### src/rtl/instr_word_writer.sv
// instr_word_writer
// Takes decoded instruction fields through a valid/ready handshake. Each tuple
// is packed into the 16-bit format {rs2, rs1, rd, op} and written to
// instruction memory over a req/ack interface, one address per word. The
// loader uses this block to fill program memory before the core starts.

module instr_word_writer #(
   parameter int ADDR_W    = 8,
   parameter int BASE_ADDR = 0,
   parameter int LAST_ADDR = 255
) (
   input  logic              clock,
   input  logic              reset,
   input  logic              start,
   input  logic              stop,
   input  logic              in_valid,
   output logic              in_ready,
   input  logic [3:0]        op,
   input  logic [3:0]        rd,
   input  logic [3:0]        rs1,
   input  logic [3:0]        rs2,
   output logic              mem_req,
   output logic [ADDR_W-1:0] mem_addr,
   output logic [15:0]       mem_wdata,
   input  logic              mem_ack,
   output logic              busy,
   output logic              full,
   output logic [ADDR_W:0]   count
);

   localparam logic [ADDR_W-1:0] BASE_A    = ADDR_W'(BASE_ADDR);
   localparam logic [ADDR_W-1:0] LAST_A    = ADDR_W'(LAST_ADDR);
   localparam logic [ADDR_W-1:0] ADDR_ONE  = ADDR_W'(1);
   localparam logic [ADDR_W:0]   COUNT_ONE = (ADDR_W + 1)'(1);

   typedef enum logic [1:0] {
      IDLE   = 2'd0,
      ACCEPT = 2'd1,
      WRITE  = 2'd2,
      FULL   = 2'd3
   } state_t;

   state_t            state_q, state_d;
   logic              mem_req_q, mem_req_d;
   logic [ADDR_W-1:0] mem_addr_q, mem_addr_d;
   logic [15:0]       mem_wdata_q, mem_wdata_d;
   logic              full_q, full_d;
   logic [ADDR_W:0]   count_q, count_d;
   logic              stop_pending_q, stop_pending_d;

   logic              session_start;
   logic              accept_fire;
   logic              write_done;
   logic              at_last;
   logic [15:0]       packed_word;

   // Event decode: the single-cycle conditions that move the session along.
   always_comb begin
      session_start = 1'b0;
      accept_fire   = 1'b0;
      write_done    = 1'b0;
      at_last       = (mem_addr_q == LAST_A);
      packed_word   = {rs2, rs1, rd, op};
      case (state_q)
         IDLE:    session_start = start;
         FULL:    session_start = start;
         // stop wins over a simultaneous handshake, so the tuple is dropped.
         ACCEPT:  accept_fire   = in_valid & ~stop;
         WRITE:   write_done    = mem_req_q & mem_ack;
         default: session_start = 1'b0;
      endcase
   end

   // Next-state selection for the session FSM.
   always_comb begin
      state_d = state_q;
      case (state_q)
         IDLE: begin
            if (start) begin
               state_d = ACCEPT;
            end
         end
         ACCEPT: begin
            if (stop) begin
               state_d = IDLE;
            end else if (in_valid) begin
               state_d = WRITE;
            end
         end
         WRITE: begin
            if (write_done) begin
               if (at_last) begin
                  state_d = FULL;
               end else if (stop_pending_q | stop) begin
                  state_d = IDLE;
               end else begin
                  state_d = ACCEPT;
               end
            end
         end
         FULL: begin
            if (start) begin
               state_d = ACCEPT;
            end else if (stop) begin
               state_d = IDLE;
            end
         end
         default: state_d = IDLE;
      endcase
   end

   // Datapath updates: address, packed word, request, count and full flag.
   always_comb begin
      mem_req_d   = mem_req_q;
      mem_addr_d  = mem_addr_q;
      mem_wdata_d = mem_wdata_q;
      full_d      = full_q;
      count_d     = count_q;

      if (session_start) begin
         mem_addr_d = BASE_A;
         count_d    = '0;
         full_d     = 1'b0;
      end

      if (accept_fire) begin
         mem_wdata_d = packed_word;
         mem_req_d   = 1'b1;
      end

      if (write_done) begin
         mem_req_d = 1'b0;
         count_d   = count_q + COUNT_ONE;
         if (at_last) begin
            full_d = 1'b1;
         end else begin
            mem_addr_d = mem_addr_q + ADDR_ONE;
         end
      end
   end

   // A stop seen while a write is outstanding is remembered until the write ends.
   always_comb begin
      stop_pending_d = stop_pending_q;
      if (session_start) begin
         stop_pending_d = 1'b0;
      end else if (state_q == WRITE) begin
         if (write_done) begin
            stop_pending_d = 1'b0;
         end else if (stop) begin
            stop_pending_d = 1'b1;
         end
      end else begin
         stop_pending_d = 1'b0;
      end
   end

   // State register with synchronous reset; reset overrides every other input.
   always_ff @(posedge clock) begin
      if (reset) begin
         state_q        <= IDLE;
         mem_req_q      <= 1'b0;
         mem_addr_q     <= BASE_A;
         mem_wdata_q    <= '0;
         full_q         <= 1'b0;
         count_q        <= '0;
         stop_pending_q <= 1'b0;
      end else begin
         state_q        <= state_d;
         mem_req_q      <= mem_req_d;
         mem_addr_q     <= mem_addr_d;
         mem_wdata_q    <= mem_wdata_d;
         full_q         <= full_d;
         count_q        <= count_d;
         stop_pending_q <= stop_pending_d;
      end
   end

   assign in_ready  = (state_q == ACCEPT);
   assign busy      = (state_q == ACCEPT) | (state_q == WRITE);
   assign mem_req   = mem_req_q;
   assign mem_addr  = mem_addr_q;
   assign mem_wdata = mem_wdata_q;
   assign full      = full_q;
   assign count     = count_q;

endmodule

### config.mk
export PLATFORM = sky130hd
export DESIGN_NAME = instr_word_writer
export DESIGN_NICKNAME = d
export VERILOG_FILES = /design/src/rtl/instr_word_writer.sv
export SDC_FILE = /design/constraint.sdc
export NUM_CORES = 1
export LEC_CHECK = 0
export ABC_AREA = 1
export CELL_PAD_IN_SITES_DETAIL_PLACEMENT = 0
export CELL_PAD_IN_SITES_GLOBAL_PLACEMENT = 1
export CORE_UTILIZATION = 35
export CTS_CLUSTER_SIZE = 25
export DETAILED_ROUTE_END_ITERATION = 10
export PLACE_DENSITY = 0.89
export SKIP_LAST_GASP = 1
export SYNTH_ARGS = -nofsm -noshare
export SYNTH_HDL_FRONTEND = slang
export SYNTH_SLANG_ARGS = --single-unit
### constraint.sdc
create_clock -name clock -period 4.3 [get_ports clock]
set_input_delay 0.645 -clock clock [delete_from_list [all_inputs] [get_ports clock]]
set_output_delay 0.645 -clock clock [all_outputs]
set_load 0.01 [all_outputs]
==> flow_summary.ini <==
[run_status]
status = finished, final reports clean

[clocking]
htree_levels = 2
cts_sinks = 38
cts_buffer_depth = 2
cts_setup_buffers = 0
root_buffer = clkbuf_8
cts_hold_buf = 0
cts_made_buffers = 5
cts_tree = yes
insertion_delay_ps = 290
clk_pin_slew_worst_paths_ps = 80
cts_resized = 0

[final_layout]
area_growth_pct = 40.0
final_common_cell = clkdlybuf4s50_1
seq_area_um2 = 761
diodes = 0
layout_common_cells = clkdlybuf4s50_1 (58), nand2_1 (41), inv_1 (38), dfxtp_1 (38), a21oi_1 (33)
drive_above_1_share_pct = 6.13
multi_input_comb_area_um2 = 892
fillers = 513
final_util_pct = 50.9
fin_nets = 338

[logic_synthesis]
synth_compound_area_share_pct = 17.7
avgSynthCellArea_um2 = 7.32
yosysUniqueCellTypes = 24
synthesis.area_um2 = 1840
synth_top_cell_by_area = dfxtp_1
yosys.area_share.adder_pct = 4.75
synth_top_family_by_area = simple AND/OR/NAND/NOR gates
ys.warnings.count = 0
synth_mux_area_share_pct = 0
syn_nets = 281
synth_top_area_share_pct = 41.2
ys_ff_latch = 38
yosys.area_share.xor_xnor_pct = 0
synth_seq_area_share_pct = 41.2
synth_cells = 252
ys_top_cells_by_area = dfxtp_1 (41%), a21oi_1 (9.0%), nand2_1 (8.3%), inv_1 (7.7%), o21ai_0 (7.3%)
synth_simple_gate_area_share_pct = 25.9

[placement]
portBuffers = 58
dpl.hpwl_mm = 3.09
gp_congestion = 0.803

[worst_setup_path]
endpoint_kind = output port
worstPathRequired_ps = 3650
crit_path_end = busy
reg2reg_from = state_q[0]$_SDFFE_PP0P_
reg2reg_to = count[4]$_SDFFE_PP0P_
cp.arrival_ps = 1610
cp-start-kind = flip-flop
reg2reg_depth = 8
critPathKind = reg -> out
rrSetupSlack_ps = 2410
crit_fanout = 4
critPathLaunch = state_q[1]$_SDFFE_PP0P_

[floorplan]
core_area_um2 = 5070
fp-row-count = 26
die_h_um = 74.6
initial_core_util_pct = 36.3
fp.dieW_um = 74.6
die_area_um2 = 5560
io_pins = 59

[pwr]
power.leakage_nw = 0.966
powerDensity_nw_per_um2 = 301
peakVddDrop_v = 0.000155
finalPower_mw = 0.777

[route]
drt-initial-drc-count = 79
first_pass_iters = 4
drc = 0
vias = 1782
vias_per_cell = 4.69
drtAntennaViolNets = 0
wl_mm = 4.34
routedWlPerCell_um = 11.4

[min_path]
min_path_cells = 2
hold_start = mem_wdata[2]$_SDFFE_PP0P_
hold_path_class = reg -> reg

[sta]
slew_viol_final = 0
finalHoldViolations = 0
setup_violations = 0
max_freq_ghz = 0.443
final.setup_skew_ps = 3.21
slew-limit-headroom_pct = 50.5
timing.final.crit_share_pct = 52.5
tightest_slew_ps = 741
rsz0062_at_grt = false
period_minus_slack_ps = 2260
fin_tns_setup_ps = 0

[global_route]
grt_usage_pct = 16.5
grt_pass1_vias = 1505
grt_max_degree = 34
antenna_found_initial = 0
grt_first_pass_wirelength_mm = 6.87
grt_overflow = 0

[flow_run]
cap_violations = 0
-- power breakdown --
part	leakage (nW)	internal (mW)	switching, mW
combinational	0.600	0.0538	0.0523
clock	0.0579	0.171	0.130
sequential	0.308	0.364	0.00665
-- worst min-delay path by stage --
stage,endpoint,slack (ps)
2_1_floorplan,stop_pending_q$_SDFFE_PP0P_,430
5_1_grt,stop_pending_q$_SDFFE_PP0P_,460
4_1_cts,mem_wdata[8]$_SDFFE_PP0P_,450
3_3_place_gp,mem_wdata[6]$_SDFFE_PP0P_,430
3_5_place_dp,mem_wdata[8]$_SDFFE_PP0P_,440
6_report,mem_wdata[2]$_SDFFE_PP0P_,450
-- metrics by stage --
step	worst slack, ps	hold WS, ps	cells	area [um2]
6_report	2040	446	380	2580
3_5_place_dp	1870	435	372	2470
2_1_floorplan	2790	427	252	1840
4_1_cts	2010	447	380	2580
5_1_grt	1950	465	380	2580
3_3_place_gp	1930	432	372	2470
-- area by class of cell --
| cell class | instances | area share (%) |
|---|---|---|
| clock buffers | 5 | 2.67 |
| clock inverters | 3 | 1.55 |
| inverters | 39 | 5.87 |
| multi-input cells | 167 | 34.6 |
| flip-flops and latches | 38 | 29.5 |
| well taps | 70 | 3.39 |
| repair buffers | 58 | 22.5 |
-- layer usage --
metal	routed length (um)	track usage (%)
met5	0	0
met4	77	7.97
met3	218	3.93
met1	1970	20.7
met2	2080	26.5
-- synth_stat cells --
master,number
nand4_1,6
nand3_2,2
nand2_2,2
ha_1,7
a21oi_2,1
a21oi_1,33
o21ai_1,2
inv_1,38
nor2_1,14
nor2_4,1
a211oi_1,1
nand2_4,1
nand2_1,41
or2_2,1
nand3_1,25
buf_6,1
buf_2,2
clkinv_4,1
clkbuf_1,5
o21ai_0,27
nand2_8,1
nor2_8,1
nor3b_1,1
dfxtp_1,38
-- flip-flops by register name (all words and copies together), names as in the netlist --
register	flops
mem_addr	8
state_q	2
full	1
mem_wdata	16
stop_pending_q	1
count	9
mem_req	1
-- critical path, cell delays in order (launching register included) --
cell and delay (ps):
dfxtp_1 390, inv_1 90, ha_1 300, clkdlybuf4s50_1 540
-- cells by family (layout without fill, tap and decap cells) --
logic type      Yosys count  count (layout)
buf+inv                  47             105
simple gates             96              96
compound gates           64              64
flops                    38              38
fa+ha+maj                 7               7
Power figures use the tool's default switching activity.
==> patch, RTL diff (same flow settings) <==
Change the parameter `ADDR_W` from 8 to 7.
--- a/src/rtl/instr_word_writer.sv
+++ b/src/rtl/instr_word_writer.sv
@@ -5,7 +5,7 @@
 // loader uses this block to fill program memory before the core starts.
 
 module instr_word_writer #(
-   parameter int ADDR_W    = 8,
+   parameter int ADDR_W    = 7,
    parameter int BASE_ADDR = 0,
    parameter int LAST_ADDR = 255
 ) (
Ports: changed (resized count and mem_addr); port bits go from 59 to 57. The function was not compared with the original's and may differ.
==> patch against the unedited design <==
Utilization up 0.74 points; sequential power down 5%; synthesized cell count shrank 7.9%; first-iteration DRC count increased by 11%; register-to-register slack worse by 0.16 ns; design area fell by 6.2%; setup slack worse by 0.014 ns; largest cell class unchanged; die area is 7.3% lower; synthesized area decreased by 7.5%; sequential share of layout area up 0.30 points; critical path type is now in2reg; total power decreased by 2.3%; wire length fell by 13%; sequential cell count shrank 2.
==> patch: results (changes against the unedited design) <==
.. list-table::
   :header-rows: 1

   * - Metric
     - Value
   * - Flop-to-flop setup slack
     - 2.25 ns (-0.16 ns)
   * - Fraction of layout cells with a size suffix above 1
     - 10.0% (+3.9 points)
   * - Number of global-route vias before repair
     - 1,423 (-5.4%)
   * - Data arrival, critical path
     - 2.41 ns (+0.80 ns)
   * - Overall routing resource usage
     - 15.9% (-0.57 points)
   * - Met1 Routed Length
     - 1930 um (-1.9%)
   * - Cell with the largest stage delay on the worst path
     - nand3_1
   * - Final weighted congestion of routability-driven global placement
     - 0.767 (-4.5%)
   * - Met2 usage in global routing
     - 24.2% (-2.3 points)
   * - Status
     - completed
   * - Post-layout net count
     - 318 (-5.9%)
   * - Worst path top cell family by delay
     - simple AND/OR/NAND/NOR gates
   * - Detailed placer's ending HPWL
     - 2700 um (-13%)
   * - Clock skew
     - 0.00432 ns (+0.00111 ns)
   * - Share of synthesized area occupied by flip-flops and latches
     - 42.2% (+0.98 points)
   * - Maximum fanout count along the critical path
     - 33 (+29)
   * - Met2 wire len
     - 1580 um (-24%)
   * - Leakage component of the power
     - 0.929 nW (-3.8%)
   * - Worst supply voltage drop on vdd
     - 0.213 mV (+38%)
   * - Detailed Route Iter0 Violations
     - 88 (+11%)
   * - Global-route met1 utilization
     - 21.6% (+0.92 points)
   * - Stage delay of the slowest cell on the critical path
     - 0.68 ns (+0.14 ns)
   * - WL final
     - 3800 um (-13%)
   * - Routing usage on met3
     - 4.22% (+0.29 points)
   * - Fraction of the core area covered by cells at the end of the flow
     - 51.6% (+0.74 points)
   * - Wire length of the first global-routing pass
     - 6430 um (-6.3%)
   * - Detailed-routed wire length on met3
     - 257 um (+18%)
   * - Commonest cells in the netlist
     - 43 x nand2_1, 36 x dfxtp_1, 33 x inv_1
   * - Unique masters post-synth
     - 25 (+4.2%)
   * - Worst slew margin
     - 32.0% (-19 points)
## patch: cell types whose count changed after synthesis, sizes merged, moves of 2 or more
cell / before / now
nor2: 16 / 20
dfxtp: 38 / 36
nand4: 6 / 1
nand2: 45 / 43
o21ai: 29 / 26
a21oi: 34 / 31
nand3: 27 / 17
## patch: through the flow
step                      instance area (um2)  std cells  worst slack, ns  total power, W
after global routing                     2420        344             1.69        0.000796
after detailed placement                 2310        336             1.71        0.000471
after global placement                   2310        336             1.79        0.000470
after CTS                                2420        344             2.01        0.000768
after floorplan                          1710        232             2.78        0.000415
final                                    2420        344             2.03        0.000759
## patch: worst register-to-register path, cell delays in order (launching register included)
cell	delay, ns
dfxtp_1	0.34
inv_1	0.10
ha_1	0.22
nand3_1	0.72
o21ai_0	0.47
a21oi_1	0.06
## patch: worst paths after layout
check / startpoint / endpoint / cells after the start
setup / recovery: stop / mem_wdata[4] / 5
hold / removal: mem_wdata[13] / mem_wdata[13] / 2
setup reg to reg: state_q[1] / mem_wdata[4] / 5
hold reg to reg: mem_wdata[13] / mem_wdata[13] / 2
## patch: cells by family (layout without fill, tap and decap cells)
kind of cell    after synthesis  count (layout)  share of synthesized area [%]
simple gates                 84              84                           23.1
compound gates               60              60                           19.4
buf+inv                      45             103                           10.1
flops                        36              36                           42.2
fa+ha+maj                     7               7                           5.13
## patch: cell type report
class / count / area, um2
sequential: 36 / 721
multi-input combinational: 151 / 813
clock inverter: 3 / 42.5
clock buffer: 5 / 68.8
timing repair buffer: 56 / 561
inverter: 39 / 148
tap: 54 / 67.6
fill: 506 / 2270
## patch: power breakdown
part	leakage, nW	internal, W	switching (W)
logic	0.583	0.0000564	0.0000534
registers	0.292	0.000345	0.00000712
clock network	0.0541	0.000172	0.000125
total	0.929	0.000573	0.000186
